===== src/rtl/vram_arbiter.sv =====
// Single-port VRAM arbiter: VGA scanout reads have priority, and a waiting CPU
// request is guaranteed a slot after MAX_VGA_RUN consecutive VGA grants.
module vram_arbiter #(
  parameter int ADDR_W      = 11,
  parameter int DATA_W      = 8,
  parameter int MAX_VGA_RUN = 4
) (
  input  logic              CLOCK_50,
  input  logic              reset,
  input  logic              cpu_req,
  input  logic              cpu_we,
  input  logic [ADDR_W-1:0] cpu_addr,
  input  logic [DATA_W-1:0] cpu_wdata,
  output logic              cpu_ack,
  output logic              cpu_rvalid,
  output logic [DATA_W-1:0] cpu_rdata,
  input  logic              vga_req,
  input  logic [ADDR_W-1:0] vga_addr,
  output logic              vga_ack,
  output logic              vga_rvalid,
  output logic [DATA_W-1:0] vga_rdata,
  output logic              ram_en,
  output logic              ram_we,
  output logic [ADDR_W-1:0] ram_addr,
  output logic [DATA_W-1:0] ram_wdata,
  input  logic [DATA_W-1:0] ram_rdata
);

  localparam int CNT_W = $clog2(MAX_VGA_RUN + 1);
  localparam logic [CNT_W-1:0] RUN_MAX = CNT_W'(MAX_VGA_RUN);

  typedef enum logic [1:0] {
    IDLE,
    GNT_VGA,
    GNT_CPU
  } state_t;

  state_t           state;
  logic [CNT_W-1:0] run_cnt;
  logic             cap_cpu;
  logic             cap_vga;
  logic             grant_vga;
  logic             grant_cpu;

  // VGA wins unless the CPU has already been passed over MAX_VGA_RUN times.
  assign grant_vga = vga_req && !(cpu_req && (run_cnt == RUN_MAX));
  assign grant_cpu = !grant_vga && cpu_req;

  // NOTE: every register below uses non-blocking assignment so all state and
  // outputs update together on the edge, independent of statement order.
  always_ff @(posedge CLOCK_50) begin
    if (reset) begin
      state      <= IDLE;
      run_cnt    <= '0;
      cap_cpu    <= 1'b0;
      cap_vga    <= 1'b0;
      cpu_ack    <= 1'b0;
      cpu_rvalid <= 1'b0;
      cpu_rdata  <= '0;
      vga_ack    <= 1'b0;
      vga_rvalid <= 1'b0;
      vga_rdata  <= '0;
      ram_en     <= 1'b0;
      ram_we     <= 1'b0;
      ram_addr   <= '0;
      ram_wdata  <= '0;
    end else begin
      cpu_ack    <= 1'b0;
      vga_ack    <= 1'b0;
      cpu_rvalid <= 1'b0;
      vga_rvalid <= 1'b0;
      ram_en     <= 1'b0;
      ram_we     <= 1'b0;
      cap_cpu    <= 1'b0;
      cap_vga    <= 1'b0;

      // Read data from the previous grant is on ram_rdata this cycle.
      if (cap_cpu) begin
        cpu_rdata  <= ram_rdata;
        cpu_rvalid <= 1'b1;
      end
      if (cap_vga) begin
        vga_rdata  <= ram_rdata;
        vga_rvalid <= 1'b1;
      end

      case (state)
        IDLE: begin
          if (grant_vga) begin
            state    <= GNT_VGA;
            vga_ack  <= 1'b1;
            ram_en   <= 1'b1;
            ram_addr <= vga_addr;
          end else if (grant_cpu) begin
            state     <= GNT_CPU;
            cpu_ack   <= 1'b1;
            ram_en    <= 1'b1;
            ram_we    <= cpu_we;
            ram_addr  <= cpu_addr;
            ram_wdata <= cpu_wdata;
          end
        end
        GNT_VGA: begin
          state   <= IDLE;
          cap_vga <= 1'b1;
        end
        GNT_CPU: begin
          state   <= IDLE;
          cap_cpu <= !ram_we;
        end
        default: state <= IDLE;
      endcase

      if (!cpu_req) begin
        run_cnt <= '0;
      end else if (state == IDLE && grant_cpu) begin
        run_cnt <= '0;
      end else if (state == IDLE && grant_vga && run_cnt != RUN_MAX) begin
        run_cnt <= run_cnt + CNT_W'(1);
      end
    end
  end

endmodule


===== config.mk =====
export PLATFORM = sky130hd
export DESIGN_NAME = vram_arbiter
export DESIGN_NICKNAME = d
export VERILOG_FILES = /design/src/rtl/vram_arbiter.sv
export SDC_FILE = /design/constraint.sdc
export NUM_CORES = 1
export LEC_CHECK = 0
export CELL_PAD_IN_SITES_DETAIL_PLACEMENT = 0
export CELL_PAD_IN_SITES_GLOBAL_PLACEMENT = 1
export CORE_ASPECT_RATIO = 0.8
export CORE_UTILIZATION = 27
export CTS_CLUSTER_DIAMETER = 30
export DETAILED_ROUTE_END_ITERATION = 10
export PLACE_DENSITY = 0.83
export SLEW_MARGIN = 20
export SYNTH_ARGS = -nofsm -noshare
export SYNTH_HDL_FRONTEND = slang
export SYNTH_SLANG_ARGS = --single-unit

===== constraint.sdc =====
create_clock -name CLOCK_50 -period 1.35 [get_ports CLOCK_50]
set_input_delay 0.135 -clock CLOCK_50 [delete_from_list [all_inputs] [get_ports CLOCK_50]]
set_output_delay 0.135 -clock CLOCK_50 [all_outputs]
set_load 0.01 [all_outputs]

==> impl_metrics.tcl, run 1 <==
set metrics [dict create \
    avgRoutedWirePerCell_um 14.2 \
    fin_crit_ns 1.31 \
    portBuffers 83 \
    drc 0 \
    r2r_end "run_cnt[2]" \
    synth_compound_area_share_pct 18.2 \
    finalClockSkew_ns 0.00900 \
    rrSetupSlack_ns 0.04 \
    final_area_um2 3130 \
    hold_start "reset" \
    grtUsageTotal_pct 15.0 \
    worst_setup_path_startpoint "run_cnt[0]" \
    endpoint "run_cnt[2]" \
    hpwl_mm 3.84 \
    via_per_inst 4.82 \
    p_seq_share_pct 49.6 \
    drt_iter0_drc 40 \
    ys_types 29 \
    worstSkewPairLatency_ns 0.30 \
    yosysWarnings 0 \
    io_pins 84 \
    drive_gt1_share_pct 14.3 \
    cts_made_buffers 5 \
    finalHoldViolCount 0 \
    p_leak_nw 1.58 \
    synth-main-ff-cell "dfxtp_1" \
    synthAdderAreaFrac_pct 1.33 \
    cts_htree_levels 2 \
    synth-simple-area-share_pct 15.7 \
    core_area_um2 6570 \
    startpoint_type "flop" \
    hold_class "in2reg" \
    cts_setup_buffers 0 \
    path_clk_slew_ns 0.09 \
    ant_nets 0 \
    synth-seq-cells 48 \
    yosysMostFrequentCell "dfxtp_1" \
    async_flop_share_pct 0 \
    die_h_um 76.7 \
    layout_setup_ws_ns 0.0366 \
    synth_edf_count 0 \
    worstMarginPinSlew_ns 0.529 \
    preCtsSetupSlack_ns -0.250 \
    internal_power_w 0.00235 \
    p_sw_w 0.000727 \
    grt_pass1_wl_mm 8.64 \
    synthesis.instances 203 \
    cts-root-buf "clkbuf_8" \
    comb_power_share_pct 17.6 \
    grt_max_degree 19 \
    synth_top_area_share_pct 51.0 \
    final_nets 338 \
    rsz0062_at_grt "yes" \
    start_util_pct 28.7 \
    r2r_cells 5 \
    synth.area.top_cells "dfxtp_1 (51%), mux2i_1 (8.5%), a21oi_1 (5.8%), nand3_1 (5.8%), o21ai_0 (5.3%)" \
    die_w_um 95.4 \
    placementRows 26 \
    ir_worst_vdd_mv 0.372 \
    clkSinkCount 48 \
    max_freq_mhz 761 \
    cts_tree "built" \
    grt_pass1_vias 1795 \
    cp_max_fo 2 \
    synthXorXnorAreaFrac_pct 0 \
    postSynthAreaPerCell_um2 9.29 \
    fin_crit_sh_pct 97.3 \
    ctsHoldBuffers 0 \
    die-area_um2 7320 \
    fin_util_pct 47.6 \
    wl_mm 5.37 \
    power_frac_clock_pct 32.8 \
    synthTopCellsByCount "dfxtp_1 (48), a21oi_1 (22), nand3_1 (22), o21ai_0 (20), nor2_1 (17)" \
    syn2layout_area_growth_pct 65.8 \
    synthesis.area_um2 1890 \
    drv_cap 0 \
    cellPowerDensity_nw_per_um2 983 \
    worstSetupEndpointType "flop" \
    place_congestion 0.724 \
    p_sw_share_pct 23.7 \
    relSlewSlack_pct 64.7 \
    crit_arrival_ns 1.55 \
    grt_overflow 0 \
    final-max-slew-violation-count 0 \
    synth_top_family_by_area "compound AO/OA/AOI/OAI gates" \
    crit_required_ns 1.59 \
    crit_type "reg2reg" \
    placed_area_um2 2900 \
    drt_pass1_iterations 4 \
    syn_nets 248 \
    synth.largest_area_cell "dfxtp_1" \
    antenna_found_initial 0 \
    diodes 0 \
    setup_violations 0 \
    muxShareOfSynthArea_pct 8.49 \
    seq_area_frac_synth_pct 51.0 \
    clock_path_buffers 2 \
    reg2reg_from "run_cnt[0]" \
    vias 1822 \
    outcome "completed" \
]
## critical path, cell delays in order, from the launching register on
cell and delay [ns]:
dfxtp_2 0.34, buf_4 0.11, ha_1 0.13, inv_1 0.05
or4_4 0.48, a21oi_2 0.14
## layout make-up
class / count / area, µm²
inverters: 5 / 18.8
multi-input cells: 133 / 890
clock inverters: 2 / 35.0
flip-flops and latches: 48 / 963
fillers: 619 / 3440
well taps: 84 / 105
repair buffers: 100 / 1040
clock buffers: 6 / 72.6
## cells in the final DEF, fill, tap and decap left out, types with 5 or more instances in the layout
cell type         n
mux2i_1          16
clkdlybuf4s50_1  53
clkbuf_8          5
a311oi_1         11
dlymetal6s2s_1   29
o21ai_0          17
nand3_1          21
a21oi_1          21
nor2_1           17
buf_4            15
dfxtp_1          46
## through the flow
stage / hold slack, ns / instances / setup TNS, ns / power, W
floorplan: 0.257 / 203 / 0 / 0.00177
global placement: 0.437 / 370 / -3.97 / 0.00209
detailed placement: 0.426 / 370 / -4.62 / 0.00210
CTS: 0.187 / 378 / 0 / 0.00310
global route: 0.203 / 378 / -0.00827 / 0.00324
finish: 0.189 / 378 / 0 / 0.00307
## routing by layer
metal / share of wire (%) / GRT usage (%) / wire length [µm] / vias to the layer above
met5: 0 / 0 / 0 / -
met4: 1.7 / 5.97 / 89 / 0
met3: 4.8 / 3.17 / 257 / 9
met2: 47 / 23.9 / 2510 / 52
met1: 47 / 19.4 / 2520 / 848
li1: - / - / - / 913
## registers in the layout, indices dropped and copies added (netlist names)
name	cells
vga_rvalid	1
cpu_rvalid	1
ram_we	1
state	2
cap_vga	1
run_cnt	3
ram_addr	11
cpu_rdata	8
cap_cpu	1
ram_wdata	8
cpu_ack	1
ram_en	1
vga_ack	1
vga_rdata	8
## timing repair
action	4_1_cts	5_1_grt
pin swaps	2	6
setup endpoints to repair	21	51
gates resized for setup	5	44
endpoints found under the hold margin	0	0
gates cloned	0	1
## kinds of logic (layout without fill, tap and decap cells)
logic type               after synthesis  after routing
adder cells (fa/ha/maj)                2              2
flip-flops                            48             48
multiplexers                          16             16
AO/OA/AOI/OAI                         58             58
AND/OR/NAND/NOR                       56             57
buffers and inverters                 23            113
## power by group through the flow
stage               Sequential [W]  Combinational, W  Clock (W)
floorplan                  0.00158          0.000194          0
global placement           0.00156          0.000535          0
detailed placement         0.00156          0.000539          0
CTS                        0.00153          0.000545    0.00103
global route               0.00153          0.000588    0.00111
finish                     0.00153          0.000541    0.00101
## worst min path at each step
stage | end | cells past startpoint
global route | ram_addr[5] | 2
floorplan | ram_we | 1
CTS | ram_addr[5] | 2
global placement | cap_cpu | 1
detailed placement | cap_cpu | 1
finish | ram_addr[5] | 2
(Power assumes the default switching activity.)
==> inputs of run 2 (changes only) <==
--- a/config.mk
+++ b/config.mk
@@ -12,6 +12,7 @@
 export CTS_CLUSTER_DIAMETER = 30
 export DETAILED_ROUTE_END_ITERATION = 10
 export PLACE_DENSITY = 0.83
+export RECOVER_POWER = 50
 export SLEW_MARGIN = 20
 export SYNTH_ARGS = -nofsm -noshare
 export SYNTH_HDL_FRONTEND = slang
==> impl_metrics.tcl, run 2 (synthesized netlist as in run 1, its figures left out) <==
set metrics [dict create \
    startpoint_type "flop" \
    drt_pass1_iterations 4 \
    grt_pass1_vias 1795 \
    internal_power_w 0.00234 \
    largest_register_ffs 11 \
    worstSetupEndpointType "flop" \
    rsz0062_at_grt "yes" \
    crit_required_ns 1.59 \
    cts-root-buf "clkbuf_8" \
    path_clk_slew_ns 0.08 \
    fin_crit_ns 1.31 \
    io_pins 84 \
    drive_gt1_share_pct 13.9 \
    drv_cap 0 \
    die-area_um2 7320 \
    p_leak_nw 1.08 \
    grtUsageTotal_pct 15.0 \
    seqCellArea_um2 963 \
    comb_power_share_pct 17.3 \
    r2r_cells 5 \
    ctsHoldBuffers 0 \
    layout_common_cells "clkdlybuf4s50_1 (53), dfxtp_1 (46), clkdlybuf4s25_1 (25)" \
    setup_violations 0 \
    die_h_um 76.7 \
    post-place-cells 370 \
    path_cells "buf_4, ha_1, inv_1, or4_4, a21oi_2" \
    relSlewSlack_pct 64.6 \
    start_util_pct 28.7 \
    grt_overflow 0 \
    multi_input_area_um2 890 \
    p_seq_share_pct 49.7 \
    setup_tns_ns 0 \
    ant_nets 0 \
    ir_worst_vdd_mv 0.373 \
    power_w 0.00307 \
    portBuffers 83 \
    worstSkewPairLatency_ns 0.30 \
    crit_arrival_ns 1.55 \
    hpwl_mm 3.84 \
    via_per_inst 4.85 \
    regMostFlops "ram_addr" \
    endpoint "run_cnt[2]" \
    finalHoldViolCount 0 \
    syn2layout_area_growth_pct 60.9 \
    final_common_cell "clkdlybuf4s50_1" \
    drt_iter0_drc 28 \
    reg2reg_from "run_cnt[0]" \
    fillers 631 \
    vias 1834 \
    cts_htree_levels 2 \
    diodes 0 \
    cts_tree "built" \
    power_frac_clock_pct 33.0 \
    final-max-slew-violation-count 0 \
    cellPowerDensity_nw_per_um2 1010 \
    outcome "completed" \
    finalClockSkew_ns 0.00959 \
    avgRoutedWirePerCell_um 14.2 \
    p_sw_share_pct 23.9 \
    clkSinkCount 48 \
    fin_crit_sh_pct 97.2 \
    max_freq_mhz 762 \
    crit_type "reg2reg" \
    hold_class "in2reg" \
    placementRows 26 \
    final_nets 338 \
    grt_max_degree 19 \
    place_congestion 0.724 \
    worstMarginPinSlew_ns 0.530 \
    rrSetupSlack_ns 0.04 \
    preCtsSetupSlack_ns -0.250 \
    stdcell_count 378 \
    whs_ns 0.197 \
    grt_pass1_wl_mm 8.64 \
    slowest_stage "or4_4" \
    clock_path_buffers 2 \
    core_area_um2 6570 \
    cts_made_buffers 5 \
    worst_setup_path_startpoint "run_cnt[0]" \
    drc 0 \
    r2r_end "run_cnt[2]" \
    cp_max_fo 2 \
    layout_setup_ws_ns 0.0379 \
    die_w_um 95.4 \
    wl_mm 5.35 \
    antenna_found_initial 0 \
    critPathMaxStageDelay_ns 0.48 \
    p_sw_w 0.000735 \
]
[run 2: cell count changes in the layout (fill, tap and decap cells not counted)]
cell | previous run | this run
dlymetal6s2s_1 | 29 | 1
clkdlybuf4s25_1 | 0 | 25
clkbuf_1 | 1 | 5
buf_4 | 15 | 14
[run 2: cell type report]
type	count	share of cell area (%)
Sequential cell	48	31.8
Multi-Input combinational cell	133	29.3
Clock buffer	6	2.39
Inverter	5	0.619
Timing Repair Buffer	100	31.3
Clock inverter	2	1.15
Tap cell	84	3.46
[run 2: per-layer routing]
layer	track usage (%)	share of wire, %	routed length, µm	up-vias
met1	19.4	47	2520	864
met2	23.9	47	2500	46
met4	5.97	1.7	89	0
met5	0	0	0	-
met3	3.17	4.7	250	9
li1	-	-	-	915
[run 2: worst max-delay path: cells and delay by family (launching register included)]
family,cells,cell delay (ns)
and+or+nand+nor,1,0.48
DFF,1,0.34
buffers and inverters,2,0.16
AOI/OAI and AO/OA,1,0.14
adders and majority gates,1,0.13
[run 2: worst min path at each step]
stage          slack, ns    from          end  cells past startpoint
4_1_cts             0.19   reset  ram_addr[5]                      2
5_1_grt             0.20   reset  ram_addr[5]                      2
3_5_place_dp        0.43  ram_we      cap_cpu                      1
2_1_floorplan       0.26  cpu_we       ram_we                      1
3_3_place_gp        0.44  ram_we      cap_cpu                      1
6_report            0.20   reset  ram_addr[5]                      2
[run 2: power groups by stage]
stage	Sequential (W)	Combinational, W	Clock [W]
2_1_floorplan	0.00158	0.000194	0
6_report	0.00153	0.000530	0.00101
5_1_grt	0.00154	0.000576	0.00111
3_3_place_gp	0.00156	0.000535	0
4_1_cts	0.00153	0.000545	0.00103
3_5_place_dp	0.00156	0.000539	0
[run 2: per-stage QoR]
step | utilization [%] | instance area, µm²
after floorplan | - | 1890
after global placement | 44.1 | 2900
after detailed placement | 44.1 | 2900
after CTS | 46.1 | 3030
after global routing | 46.2 | 3030
final | 46.2 | 3030
[run 2: what timing repair did]
action                     CTS  global route
buffers inserted             0             0
gates cloned                 0             1
pin swaps                    2             6
setup endpoints to repair   21            51
resized for setup            5            44
==> inputs of run 3 (changes only) <==
--- a/config.mk
+++ b/config.mk
@@ -11,7 +11,7 @@
 export CORE_UTILIZATION = 27
 export CTS_CLUSTER_DIAMETER = 30
 export DETAILED_ROUTE_END_ITERATION = 10
-export PLACE_DENSITY = 0.83
+export PLACE_DENSITY = 0.76
 export RECOVER_POWER = 50
 export SLEW_MARGIN = 20
 export SYNTH_ARGS = -nofsm -noshare
==> impl_metrics.tcl, run 3 (synthesized netlist as in run 1, its figures left out) <==
set metrics [dict create \
    comb_power_share_pct 19.2 \
    fillers 668 \
    grt_pass1_wl_mm 8.91 \
    cellPowerDensity_nw_per_um2 939 \
    fin_crit_sh_pct 98.4 \
    drv_cap 0 \
    wl_mm 5.43 \
    endpoint "ram_addr[4]" \
    final-max-slew-violation-count 0 \
    crit_family "compound AO/OA/AOI/OAI gates" \
    fin_util_pct 46.6 \
    diodes 0 \
    ant_nets 0 \
    finalHoldViolCount 0 \
    max_freq_mhz 753 \
    worstSetupEndpointType "flop" \
    cp_max_fo 6 \
    critPathMaxStageDelay_ns 0.33 \
    final_area_um2 3060 \
    die_w_um 95.4 \
    syn2layout_area_growth_pct 62.5 \
    grt_max_degree 30 \
    p_sw_share_pct 25.1 \
    cts_htree_levels 2 \
    clock_path_buffers 2 \
    internal_power_w 0.00216 \
    vias 1837 \
    power_w 0.00288 \
    start_util_pct 28.7 \
    crit_arrival_ns 1.53 \
    reg2reg_from "run_cnt[0]" \
    crit_type "reg2reg" \
    io_pins 84 \
    layout_setup_ws_ns 0.0222 \
    relSlewSlack_pct 53.9 \
    preCtsSetupSlack_ns -0.253 \
    worst_setup_path_startpoint "run_cnt[0]" \
    die_h_um 76.7 \
    worstMarginPinSlew_ns 0.692 \
    setup_violations 0 \
    ctsHoldBuffers 0 \
    place_congestion 0.747 \
    final_nets 343 \
    crit_required_ns 1.56 \
    drt_pass1_iterations 4 \
    r2r_end "ram_addr[4]" \
    cp.depth 6 \
    via_per_inst 4.81 \
    slowest_stage "dfxtp_2" \
    power_frac_clock_pct 28.0 \
    outcome "completed" \
    regMostFlops "ram_addr" \
    startpoint_type "flop" \
    layout_common_cells "clkdlybuf4s50_1 (59), dfxtp_1 (45), nand3_1 (22)" \
    p_leak_nw 1.19 \
    clkSinkCount 48 \
    grt_overflow 0 \
    fin_crit_ns 1.33 \
    stdcell_count 382 \
    avgRoutedWirePerCell_um 14.2 \
    multi_input_area_um2 867 \
    core_area_um2 6570 \
    hpwl_mm 3.82 \
    rsz0062_at_grt "yes" \
    path_clk_slew_ns 0.08 \
    p_sw_w 0.000721 \
    path_cells "inv_2, ha_4, and3_4, buf_6, o21ai_0, a311oi_1" \
    portBuffers 83 \
    placed_area_um2 2920 \
    die-area_um2 7320 \
    crit_buf_inv 2 \
    post-place-cells 372 \
    ir_worst_vdd_mv 0.353 \
    finalClockSkew_ns 0.00412 \
    placementRows 26 \
    drive_gt1_share_pct 14.4 \
    cts_made_buffers 5 \
    rrSetupSlack_ns 0.02 \
    p_seq_share_pct 52.8 \
    hold_class "in2reg" \
    seqCellArea_um2 965 \
    grt_pass1_vias 1825 \
    cts-root-buf "clkbuf_8" \
    largest_register_ffs 11 \
    drt_iter0_drc 81 \
    worstSkewPairLatency_ns 0.30 \
    cts_tree "built" \
    r2r_cells 6 \
    drc 0 \
    final_common_cell "clkdlybuf4s50_1" \
    antenna_found_initial 0 \
    grtUsageTotal_pct 15.6 \
]
[run 3: power by group through the flow]
stage	combinational, W	clock (W)	sequential (W)
global placement	0.000551	0	0.00155
finish	0.000551	0.000806	0.00152
global route	0.000600	0.000887	0.00153
detailed placement	0.000553	0	0.00155
CTS	0.000555	0.000833	0.00152
floorplan	0.000194	0	0.00158
[run 3: worst min path at each step]
| stage | slack, ns | end | cells past startpoint | startpoint |
|---|---|---|---|---|
| after detailed placement | 0.46 | cap_cpu | 1 | ram_we |
| after global placement | 0.45 | cap_cpu | 1 | ram_we |
| after CTS | 0.38 | ram_we | 2 | cpu_we |
| after global routing | 0.38 | ram_we | 2 | cpu_we |
| final | 0.39 | ram_we | 2 | cpu_we |
| after floorplan | 0.26 | ram_we | 1 | cpu_we |
[run 3: cell type report]
type	count	share of cell area [%]
clock buffers	6	2.37
clock inverters	1	0.163
inverters	5	0.612
multi-input cells	132	28.3
flip-flops and latches	48	31.5
well taps	84	3.43
repair buffers	106	33.6
[run 3: metal layers]
metal / up-vias / GRT usage [%] / wire, µm
met1: 869 / 21.5 / 2610
li1: 917 / - / -
met4: 0 / 6.57 / 95
met3: 10 / 3.47 / 201
met2: 41 / 23.2 / 2520
met5: - / 0 / 0
[run 3: what timing repair did]
item | in CTS | in global routing
setup buffers | 0 | 2
endpoints found under the setup margin | 21 | 47
pin swaps | 0 | 4
gates resized for setup | 7 | 40
gates cloned | 0 | 1
[run 3: metrics by stage]
stage	setup TNS [ns]	hold slack [ns]
after floorplan	0	0.257
after global placement	-4.76	0.452
after detailed placement	-5.01	0.464
after CTS	-0.0221	0.380
after global routing	-0.269	0.380
final	0	0.388
